File: src/rtl/ex_mem_branch_pipe_pkg.sv
// Shared types and constants for the EX->MEM branch-resolving pipeline register.
package rv_pipe_pkg;

  localparam int PC_STEP   = 4;
  localparam int PATTERN_W = 4;

  // Predictor training bundle: GHT direction update plus BTB target write
  typedef struct packed {
    logic                 ght_upd;
    logic [PATTERN_W-1:0] ght_pattern;
    logic                 ght_taken;
    logic                 btb_wr;
    logic [31:0]          btb_pc;
    logic [31:0]          btb_target;
  } branch_upd_t;

endpackage

File: src/rtl/ex_mem_branch_pipe_if.sv
// Bundle of EX-stage inputs and MEM-stage / predictor-update outputs of the EX->MEM register.
interface ex_mem_branch_pipe_if #(parameter int CNT_W = 32);
  import rv_pipe_pkg::*;

  logic                 load;
  logic                 EX_valid;
  logic [31:0]          EX_pc;
  logic [31:0]          EX_alu_out;
  logic [31:0]          EX_rs2_out;
  logic                 EX_is_branch;
  logic                 EX_is_jump;
  logic                 EX_br_taken;
  logic [31:0]          EX_target;
  logic                 EX_BTB_hit;
  logic                 EX_prediction;
  logic [31:0]          EX_pred_target;
  logic [PATTERN_W-1:0] EX_pattern_used;

  logic                 MEM_valid;
  logic [31:0]          MEM_pc;
  logic [31:0]          MEM_alu_out;
  logic [31:0]          MEM_rs2_out;
  logic                 flush;
  logic [31:0]          redirect_pc;
  logic                 ght_upd;
  logic [PATTERN_W-1:0] ght_pattern;
  logic                 ght_taken;
  logic                 btb_wr;
  logic [31:0]          btb_pc;
  logic [31:0]          btb_target;
  logic [CNT_W-1:0]     br_count;
  logic [CNT_W-1:0]     mispred_count;

  modport master (
    output load, EX_valid, EX_pc, EX_alu_out, EX_rs2_out, EX_is_branch, EX_is_jump,
           EX_br_taken, EX_target, EX_BTB_hit, EX_prediction, EX_pred_target, EX_pattern_used,
    input  MEM_valid, MEM_pc, MEM_alu_out, MEM_rs2_out, flush, redirect_pc, ght_upd,
           ght_pattern, ght_taken, btb_wr, btb_pc, btb_target, br_count, mispred_count
  );

  modport slave (
    input  load, EX_valid, EX_pc, EX_alu_out, EX_rs2_out, EX_is_branch, EX_is_jump,
           EX_br_taken, EX_target, EX_BTB_hit, EX_prediction, EX_pred_target, EX_pattern_used,
    output MEM_valid, MEM_pc, MEM_alu_out, MEM_rs2_out, flush, redirect_pc, ght_upd,
           ght_pattern, ght_taken, btb_wr, btb_pc, btb_target, br_count, mispred_count
  );

endinterface

File: src/rtl/ex_mem_branch_pipe_br_resolve.sv
// Combinational branch/jump resolution: mispredict detection, correct next PC and predictor training data.
module br_resolve
  import rv_pipe_pkg::*;
(
  input  logic                 is_branch_i,
  input  logic                 is_jump_i,
  input  logic                 br_taken_i,
  input  logic [31:0]          pc_i,
  input  logic [31:0]          target_i,
  input  logic                 btb_hit_i,
  input  logic                 prediction_i,
  input  logic [31:0]          pred_target_i,
  input  logic [PATTERN_W-1:0] pattern_i,
  output logic                 is_ctrl_o,
  output logic                 mispredict_o,
  output logic [31:0]          redirect_pc_o,
  output branch_upd_t          upd_o
);

  logic pred_taken;
  logic act_taken;

  // Compare fetch-time prediction against the real outcome; a jump always wins over a branch
  always_comb begin
    is_ctrl_o     = is_branch_i | is_jump_i;
    pred_taken    = btb_hit_i & prediction_i;
    act_taken     = is_jump_i | (is_branch_i & br_taken_i);
    mispredict_o  = (pred_taken != act_taken) | (act_taken & (pred_target_i != target_i));
    redirect_pc_o = act_taken ? target_i : pc_i + 32'(PC_STEP);

    upd_o             = '0;
    upd_o.ght_upd     = is_branch_i & ~is_jump_i;
    upd_o.ght_pattern = pattern_i;
    upd_o.ght_taken   = act_taken;
    upd_o.btb_wr      = act_taken & (~btb_hit_i | (pred_target_i != target_i));
    upd_o.btb_pc      = pc_i;
    upd_o.btb_target  = target_i;
  end

endmodule

File: src/rtl/ex_mem_branch_pipe.sv
// EX->MEM pipeline register that resolves control flow, pulses flush/redirect and predictor writes,
// and keeps saturating branch and mispredict counters.
module ex_mem_branch_pipe
  import rv_pipe_pkg::*;
#(parameter int CNT_W = 32)
(
  input logic                 clk,
  input logic                 reset,
  ex_mem_branch_pipe_if.slave bus
);

  logic             mem_valid_q, mem_valid_d;
  logic [31:0]      mem_pc_q, mem_pc_d;
  logic [31:0]      mem_alu_q, mem_alu_d;
  logic [31:0]      mem_rs2_q, mem_rs2_d;
  logic             flush_q, flush_d;
  logic [31:0]      redirect_q, redirect_d;
  branch_upd_t      upd_q, upd_d;
  logic [CNT_W-1:0] br_cnt_q, br_cnt_d;
  logic [CNT_W-1:0] mis_cnt_q, mis_cnt_d;

  logic        is_ctrl;
  logic        mispredict;
  logic [31:0] redirect_pc;
  branch_upd_t upd;
  logic        resolve;

  br_resolve u_resolve (
    .is_branch_i   (bus.EX_is_branch),
    .is_jump_i     (bus.EX_is_jump),
    .br_taken_i    (bus.EX_br_taken),
    .pc_i          (bus.EX_pc),
    .target_i      (bus.EX_target),
    .btb_hit_i     (bus.EX_BTB_hit),
    .prediction_i  (bus.EX_prediction),
    .pred_target_i (bus.EX_pred_target),
    .pattern_i     (bus.EX_pattern_used),
    .is_ctrl_o     (is_ctrl),
    .mispredict_o  (mispredict),
    .redirect_pc_o (redirect_pc),
    .upd_o         (upd)
  );

  // An instruction arriving while flush is high is wrong-path and must not train or count
  assign resolve = bus.load & bus.EX_valid & ~flush_q & is_ctrl;

  // Next state: payload follows load, strobes self-clear, data fields hold until the next resolution
  always_comb begin
    mem_valid_d    = mem_valid_q;
    mem_pc_d       = mem_pc_q;
    mem_alu_d      = mem_alu_q;
    mem_rs2_d      = mem_rs2_q;
    flush_d        = 1'b0;
    redirect_d     = redirect_q;
    upd_d          = upd_q;
    upd_d.ght_upd  = 1'b0;
    upd_d.btb_wr   = 1'b0;
    br_cnt_d       = br_cnt_q;
    mis_cnt_d      = mis_cnt_q;

    if (bus.load) begin
      mem_valid_d = bus.EX_valid & ~flush_q;
      mem_pc_d    = bus.EX_pc;
      mem_alu_d   = bus.EX_alu_out;
      mem_rs2_d   = bus.EX_rs2_out;
    end

    if (resolve) begin
      flush_d    = mispredict;
      redirect_d = redirect_pc;
      upd_d      = upd;
      if (br_cnt_q != '1)
        br_cnt_d = br_cnt_q + CNT_W'(1);
      if (mispredict && (mis_cnt_q != '1))
        mis_cnt_d = mis_cnt_q + CNT_W'(1);
    end
  end

  // State registers with synchronous reset clearing every output
  always_ff @(posedge clk) begin
    if (reset) begin
      mem_valid_q <= 1'b0;
      mem_pc_q    <= '0;
      mem_alu_q   <= '0;
      mem_rs2_q   <= '0;
      flush_q     <= 1'b0;
      redirect_q  <= '0;
      upd_q       <= '0;
      br_cnt_q    <= '0;
      mis_cnt_q   <= '0;
    end else begin
      mem_valid_q <= mem_valid_d;
      mem_pc_q    <= mem_pc_d;
      mem_alu_q   <= mem_alu_d;
      mem_rs2_q   <= mem_rs2_d;
      flush_q     <= flush_d;
      redirect_q  <= redirect_d;
      upd_q       <= upd_d;
      br_cnt_q    <= br_cnt_d;
      mis_cnt_q   <= mis_cnt_d;
    end
  end

  assign bus.MEM_valid     = mem_valid_q;
  assign bus.MEM_pc        = mem_pc_q;
  assign bus.MEM_alu_out   = mem_alu_q;
  assign bus.MEM_rs2_out   = mem_rs2_q;
  assign bus.flush         = flush_q;
  assign bus.redirect_pc   = redirect_q;
  assign bus.ght_upd       = upd_q.ght_upd;
  assign bus.ght_pattern   = upd_q.ght_pattern;
  assign bus.ght_taken     = upd_q.ght_taken;
  assign bus.btb_wr        = upd_q.btb_wr;
  assign bus.btb_pc        = upd_q.btb_pc;
  assign bus.btb_target    = upd_q.btb_target;
  assign bus.br_count      = br_cnt_q;
  assign bus.mispred_count = mis_cnt_q;

endmodule

File: src/flat_wrapper.sv
// flat-port wrapper written by rule: the top's interface ports become plain ports
module ex_mem_branch_pipe_flat import rv_pipe_pkg::*;
#(parameter int CNT_W = 32)
  (clk, reset, bus_load, bus_EX_valid, bus_EX_pc, bus_EX_alu_out, bus_EX_rs2_out, bus_EX_is_branch, bus_EX_is_jump, bus_EX_br_taken, bus_EX_target, bus_EX_BTB_hit, bus_EX_prediction, bus_EX_pred_target, bus_EX_pattern_used, bus_MEM_valid, bus_MEM_pc, bus_MEM_alu_out, bus_MEM_rs2_out, bus_flush, bus_redirect_pc, bus_ght_upd, bus_ght_pattern, bus_ght_taken, bus_btb_wr, bus_btb_pc, bus_btb_target, bus_br_count, bus_mispred_count);
  ex_mem_branch_pipe_if #(.CNT_W(CNT_W)) bus_i ();
  input logic clk;
  input logic reset;
  input wire logic [$bits(bus_i.load)-1:0] bus_load;
  input wire logic [$bits(bus_i.EX_valid)-1:0] bus_EX_valid;
  input wire logic [$bits(bus_i.EX_pc)-1:0] bus_EX_pc;
  input wire logic [$bits(bus_i.EX_alu_out)-1:0] bus_EX_alu_out;
  input wire logic [$bits(bus_i.EX_rs2_out)-1:0] bus_EX_rs2_out;
  input wire logic [$bits(bus_i.EX_is_branch)-1:0] bus_EX_is_branch;
  input wire logic [$bits(bus_i.EX_is_jump)-1:0] bus_EX_is_jump;
  input wire logic [$bits(bus_i.EX_br_taken)-1:0] bus_EX_br_taken;
  input wire logic [$bits(bus_i.EX_target)-1:0] bus_EX_target;
  input wire logic [$bits(bus_i.EX_BTB_hit)-1:0] bus_EX_BTB_hit;
  input wire logic [$bits(bus_i.EX_prediction)-1:0] bus_EX_prediction;
  input wire logic [$bits(bus_i.EX_pred_target)-1:0] bus_EX_pred_target;
  input wire logic [$bits(bus_i.EX_pattern_used)-1:0] bus_EX_pattern_used;
  output wire logic [$bits(bus_i.MEM_valid)-1:0] bus_MEM_valid;
  output wire logic [$bits(bus_i.MEM_pc)-1:0] bus_MEM_pc;
  output wire logic [$bits(bus_i.MEM_alu_out)-1:0] bus_MEM_alu_out;
  output wire logic [$bits(bus_i.MEM_rs2_out)-1:0] bus_MEM_rs2_out;
  output wire logic [$bits(bus_i.flush)-1:0] bus_flush;
  output wire logic [$bits(bus_i.redirect_pc)-1:0] bus_redirect_pc;
  output wire logic [$bits(bus_i.ght_upd)-1:0] bus_ght_upd;
  output wire logic [$bits(bus_i.ght_pattern)-1:0] bus_ght_pattern;
  output wire logic [$bits(bus_i.ght_taken)-1:0] bus_ght_taken;
  output wire logic [$bits(bus_i.btb_wr)-1:0] bus_btb_wr;
  output wire logic [$bits(bus_i.btb_pc)-1:0] bus_btb_pc;
  output wire logic [$bits(bus_i.btb_target)-1:0] bus_btb_target;
  output wire logic [$bits(bus_i.br_count)-1:0] bus_br_count;
  output wire logic [$bits(bus_i.mispred_count)-1:0] bus_mispred_count;
  assign bus_i.load = bus_load;
  assign bus_i.EX_valid = bus_EX_valid;
  assign bus_i.EX_pc = bus_EX_pc;
  assign bus_i.EX_alu_out = bus_EX_alu_out;
  assign bus_i.EX_rs2_out = bus_EX_rs2_out;
  assign bus_i.EX_is_branch = bus_EX_is_branch;
  assign bus_i.EX_is_jump = bus_EX_is_jump;
  assign bus_i.EX_br_taken = bus_EX_br_taken;
  assign bus_i.EX_target = bus_EX_target;
  assign bus_i.EX_BTB_hit = bus_EX_BTB_hit;
  assign bus_i.EX_prediction = bus_EX_prediction;
  assign bus_i.EX_pred_target = bus_EX_pred_target;
  assign bus_i.EX_pattern_used = bus_EX_pattern_used;
  assign bus_MEM_valid = bus_i.MEM_valid;
  assign bus_MEM_pc = bus_i.MEM_pc;
  assign bus_MEM_alu_out = bus_i.MEM_alu_out;
  assign bus_MEM_rs2_out = bus_i.MEM_rs2_out;
  assign bus_flush = bus_i.flush;
  assign bus_redirect_pc = bus_i.redirect_pc;
  assign bus_ght_upd = bus_i.ght_upd;
  assign bus_ght_pattern = bus_i.ght_pattern;
  assign bus_ght_taken = bus_i.ght_taken;
  assign bus_btb_wr = bus_i.btb_wr;
  assign bus_btb_pc = bus_i.btb_pc;
  assign bus_btb_target = bus_i.btb_target;
  assign bus_br_count = bus_i.br_count;
  assign bus_mispred_count = bus_i.mispred_count;
  ex_mem_branch_pipe #(.CNT_W(CNT_W)) u_core (.clk(clk), .reset(reset), .bus(bus_i));
endmodule
File: config.mk
export PLATFORM = sky130hd
export DESIGN_NAME = ex_mem_branch_pipe_flat
export DESIGN_NICKNAME = d
export VERILOG_FILES = /design/src/rtl/ex_mem_branch_pipe_pkg.sv /design/src/rtl/ex_mem_branch_pipe_if.sv /design/src/rtl/ex_mem_branch_pipe_br_resolve.sv /design/src/rtl/ex_mem_branch_pipe.sv /design/src/flat_wrapper.sv
export SDC_FILE = /design/constraint.sdc
export NUM_CORES = 1
export LEC_CHECK = 0
export ABC_CLOCK_PERIOD_IN_PS = 2600
export BUFFER_PORTS_ARGS = -buffer_cell sky130_fd_sc_hd__buf_2
export CAP_MARGIN = 20
export CORE_AREA = 3 3 167 169
export CTS_BUF_LIST = sky130_fd_sc_hd__clkbuf_8
export DETAILED_ROUTE_END_ITERATION = 10
export DIE_AREA = 0 0 170 172
export PLACE_DENSITY_LB_ADDON = 0.05
export SLEW_MARGIN = 10
export SYNTH_ARGS = -nofsm -noshare
export SYNTH_HDL_FRONTEND = slang
export SYNTH_SLANG_ARGS = --single-unit
File: constraint.sdc
create_clock -name clk -period 2.6 [get_ports clk]
set_input_delay 0.26 -clock clk [delete_from_list [all_inputs] [get_ports clk]]
set_output_delay 0.26 -clock clk [all_outputs]
set_load 0.03 [all_outputs]
==> flow_summary.ini <==
[place]
gp_congestion = 0.8212
place_hpwl_um = 28850
io_buffers = 437
dpl_cell_area_mm2 = 0.01399

[layout]
drive_above_1_share = 0.3015
fill_cells = 2457
regArea_mm2 = 0.005305
layout_common_cells = buf_2 (435), dfxtp_1 (265), nor2_1 (184)
syn2layout_area_growth_pct = 43.48
final_common_cell = buf_2
nets = 2052
fin_area_mm2 = 0.01623
multi_input_area_mm2 = 0.005689

[drt]
routed.top_layer = met5
vias_per_cell = 5.138
ant_nets = 0
wl_met3_um = 2866
wl_met2_um = 19650
routed_wl_um = 41150
vias = 11550
met1_length_um = 17080
drc_errors = 0
first_pass_iters = 6
routedWlPerCell_um = 18.31
drtIter0Drc = 846

[timing]
maxSlewHeadroom = 0.3171
slew_viol_final = 0
setup_violations = 0
max_freq_ghz = 0.4141
worstMarginPinSlew_ns = 1.021
skew_ns = 0.01258
hold_viol = 0
fin_crit_ns = 2.415
grt_setup_unrepaired = no
final.period_utilization = 0.9287
holdWs_ns = 0.03096

[yosys]
netlist_area_mm2 = 0.01131
yosysTopAreaCell = dfxtp_1
avgSynthCellArea_um2 = 8.609
async_reset_ff_frac = 0
synth_top_area_frac = 0.4690
netlist_top_cells_area = dfxtp_1 (47%), mux2i_1 (8.6%), nor2_1 (6.1%)
syn_nets = 1490
synth_enable_flop_cells = 0
synth-seq-area-share = 0.4690
synth_cell_types = 45
syn_inst = 1314
yosys_warnings = 0
ys_ff_latch = 265
ys.flop_type = dfxtp_1

[run]
drv_cap = 0

[cts]
cts_sinks = 265
cts_tree = yes
root_buffer = clkbuf_8
cts_buffers = 47
insertion_delay_ns = 0.55
h-tree-depth = 2
clk_pin_slew_ns = 0.06
cts_buffer_depth = 3

[worst_setup_path]
cp.required_ns = 3.02
setup.worst_path.start_class = primary input
path_class = in -> reg
critPathCaptureType = flop
cp_max_fo = 52
crit_arrival_ns = 2.83

[global_route]
grt_pass1_vias = 11340
grt_max_degree = 106
grt_first_pass_wirelength_um = 62910
antenna_found_initial = 6
grt_use_total = 0.2687
grt_overflow_total = 0

[floorplan]
die_y_um = 172
ios = 438
row_count = 60
core_area_mm2 = 0.02673
start_util = 0.4233
die-area_mm2 = 0.02924
die_w_um = 170

[pwr]
p_total_mw = 9.853
p_leak_nw = 7.490
ir_worst_vdd_uv = 581.1
powerDensity_mw_per_mm2 = 607.1

[min_path]
hold_path_class = in -> reg

[run_status]
status = finished clean
-- worst max-delay path, stage by stage --
cell and delay, ns:
dlygate4sd3_1 0.54, buf_2 0.15, xor2_1 0.19, buf_4 0.16, nor4_1 0.27, buf_4 0.17
nand4_1 0.14, nor4_4 0.30, buf_12 0.26, nor4_1 0.10, mux2_2 0.28
-- layer usage --
layer,vias to the layer above,GRT usage
met2,397,0.4537
met4,8,0.09912
met1,5337,0.3361
li1,5695,-
met3,108,0.06447
met5,-,0
-- power by group --
group | internal [mW] | leakage (nW) | total [mW] | switching [mW]
Clock | 2.35 | 0.537 | 4.05 | 1.70
Sequential | 4.23 | 2.16 | 4.31 | 0.0816
Combinational | 0.555 | 4.79 | 1.49 | 0.939
Total | 7.13 | 7.49 | 9.85 | 2.72
-- flip-flops by register name, summed over array words and instances (netlist names) --
register	count
u_core.bus.MEM_pc	32
u_core.bus.btb_wr	1
u_core.bus.btb_pc	32
u_core.bus.flush	1
u_core.bus.MEM_alu_out	32
u_core.bus.ght_pattern	4
u_core.bus.btb_target	32
u_core.bus.MEM_rs2_out	32
u_core.bus.MEM_valid	1
u_core.bus.redirect_pc	32
u_core.bus.mispred_count	32
u_core.bus.ght_upd	1
u_core.bus.ght_taken	1
u_core.bus.br_count	32
-- logic make-up after synthesis --
kind of cell | share of synthesized area
DFF | 0.4690
xor gates and xnor gates | 0.06659
AOI/OAI and AO/OA | 0.09390
adders and majority gates | 0.003319
muxes | 0.09678
and+or+nand+nor | 0.2386
buffers and inverters | 0.03185
-- final cells by class --
type	instances	area share
clock buffers	63	0.05342
clock inverters	14	0.007401
multi-input cells	954	0.3505
flip-flops and latches	265	0.3269
well taps	341	0.02629
repair buffers	600	0.2333
diodes	2	0.0003084
inverters	8	0.001850
-- through the flow --
step / worst slack [ns] / TNS [ns] / utilization / std cells
after CTS: 0.009819 / 0 / 0.6067 / 2245
after floorplan: 0.07246 / 0 / - / 1314
after global routing: 0.05840 / 0 / 0.6073 / 2247
after detailed placement: -0.02697 / -0.04072 / 0.5233 / 2044
final: 0.1853 / 0 / 0.6073 / 2247
after global placement: -0.02079 / -0.02158 / 0.5233 / 2044
-- worst paths after layout --
path                                                               start                                   endpoint  slack, ns  depth (start not counted)
worst min-delay path                                      bus_EX_is_jump              u_core.bus.ght_upd$_SDFF_PP0_       0.03                          2
worst max-delay path                                    bus_EX_target[4]  u_core.bus.mispred_count[13]$_SDFFE_PP0P_       0.19                         11
worst min register to register    u_core.bus.btb_target[21]$_SDFFE_PP0P_     u_core.bus.btb_target[21]$_SDFFE_PP0P_       0.45                          2
worst max register to register  u_core.bus.mispred_count[8]$_SDFFE_PP0P_  u_core.bus.mispred_count[25]$_SDFFE_PP0P_       0.22                          6
-- Yosys cell counts, types with 14 or more instances --
cell,count
nor3_1,18
clkbuf_1,69
nand2_1,182
a21oi_1,109
nor4_1,24
mux2i_1,97
buf_1,15
xnor2_1,14
o21ai_0,17
dfxtp_1,265
nor2_1,185
nand3_1,36
xor2_1,72
or3_1,17
nand4_1,48
and3_1,17
-- what timing repair did --
| action | CTS | global route |
|---|---|---|
| endpoints found under the hold margin | 132 | 0 |
| gates resized for setup | 0 | 2 |
| buffers inserted | 0 | 0 |
| hold buffers | 124 | 0 |
| endpoints found under the setup margin | 0 | 11 |
(Power assumes the default switching activity.)
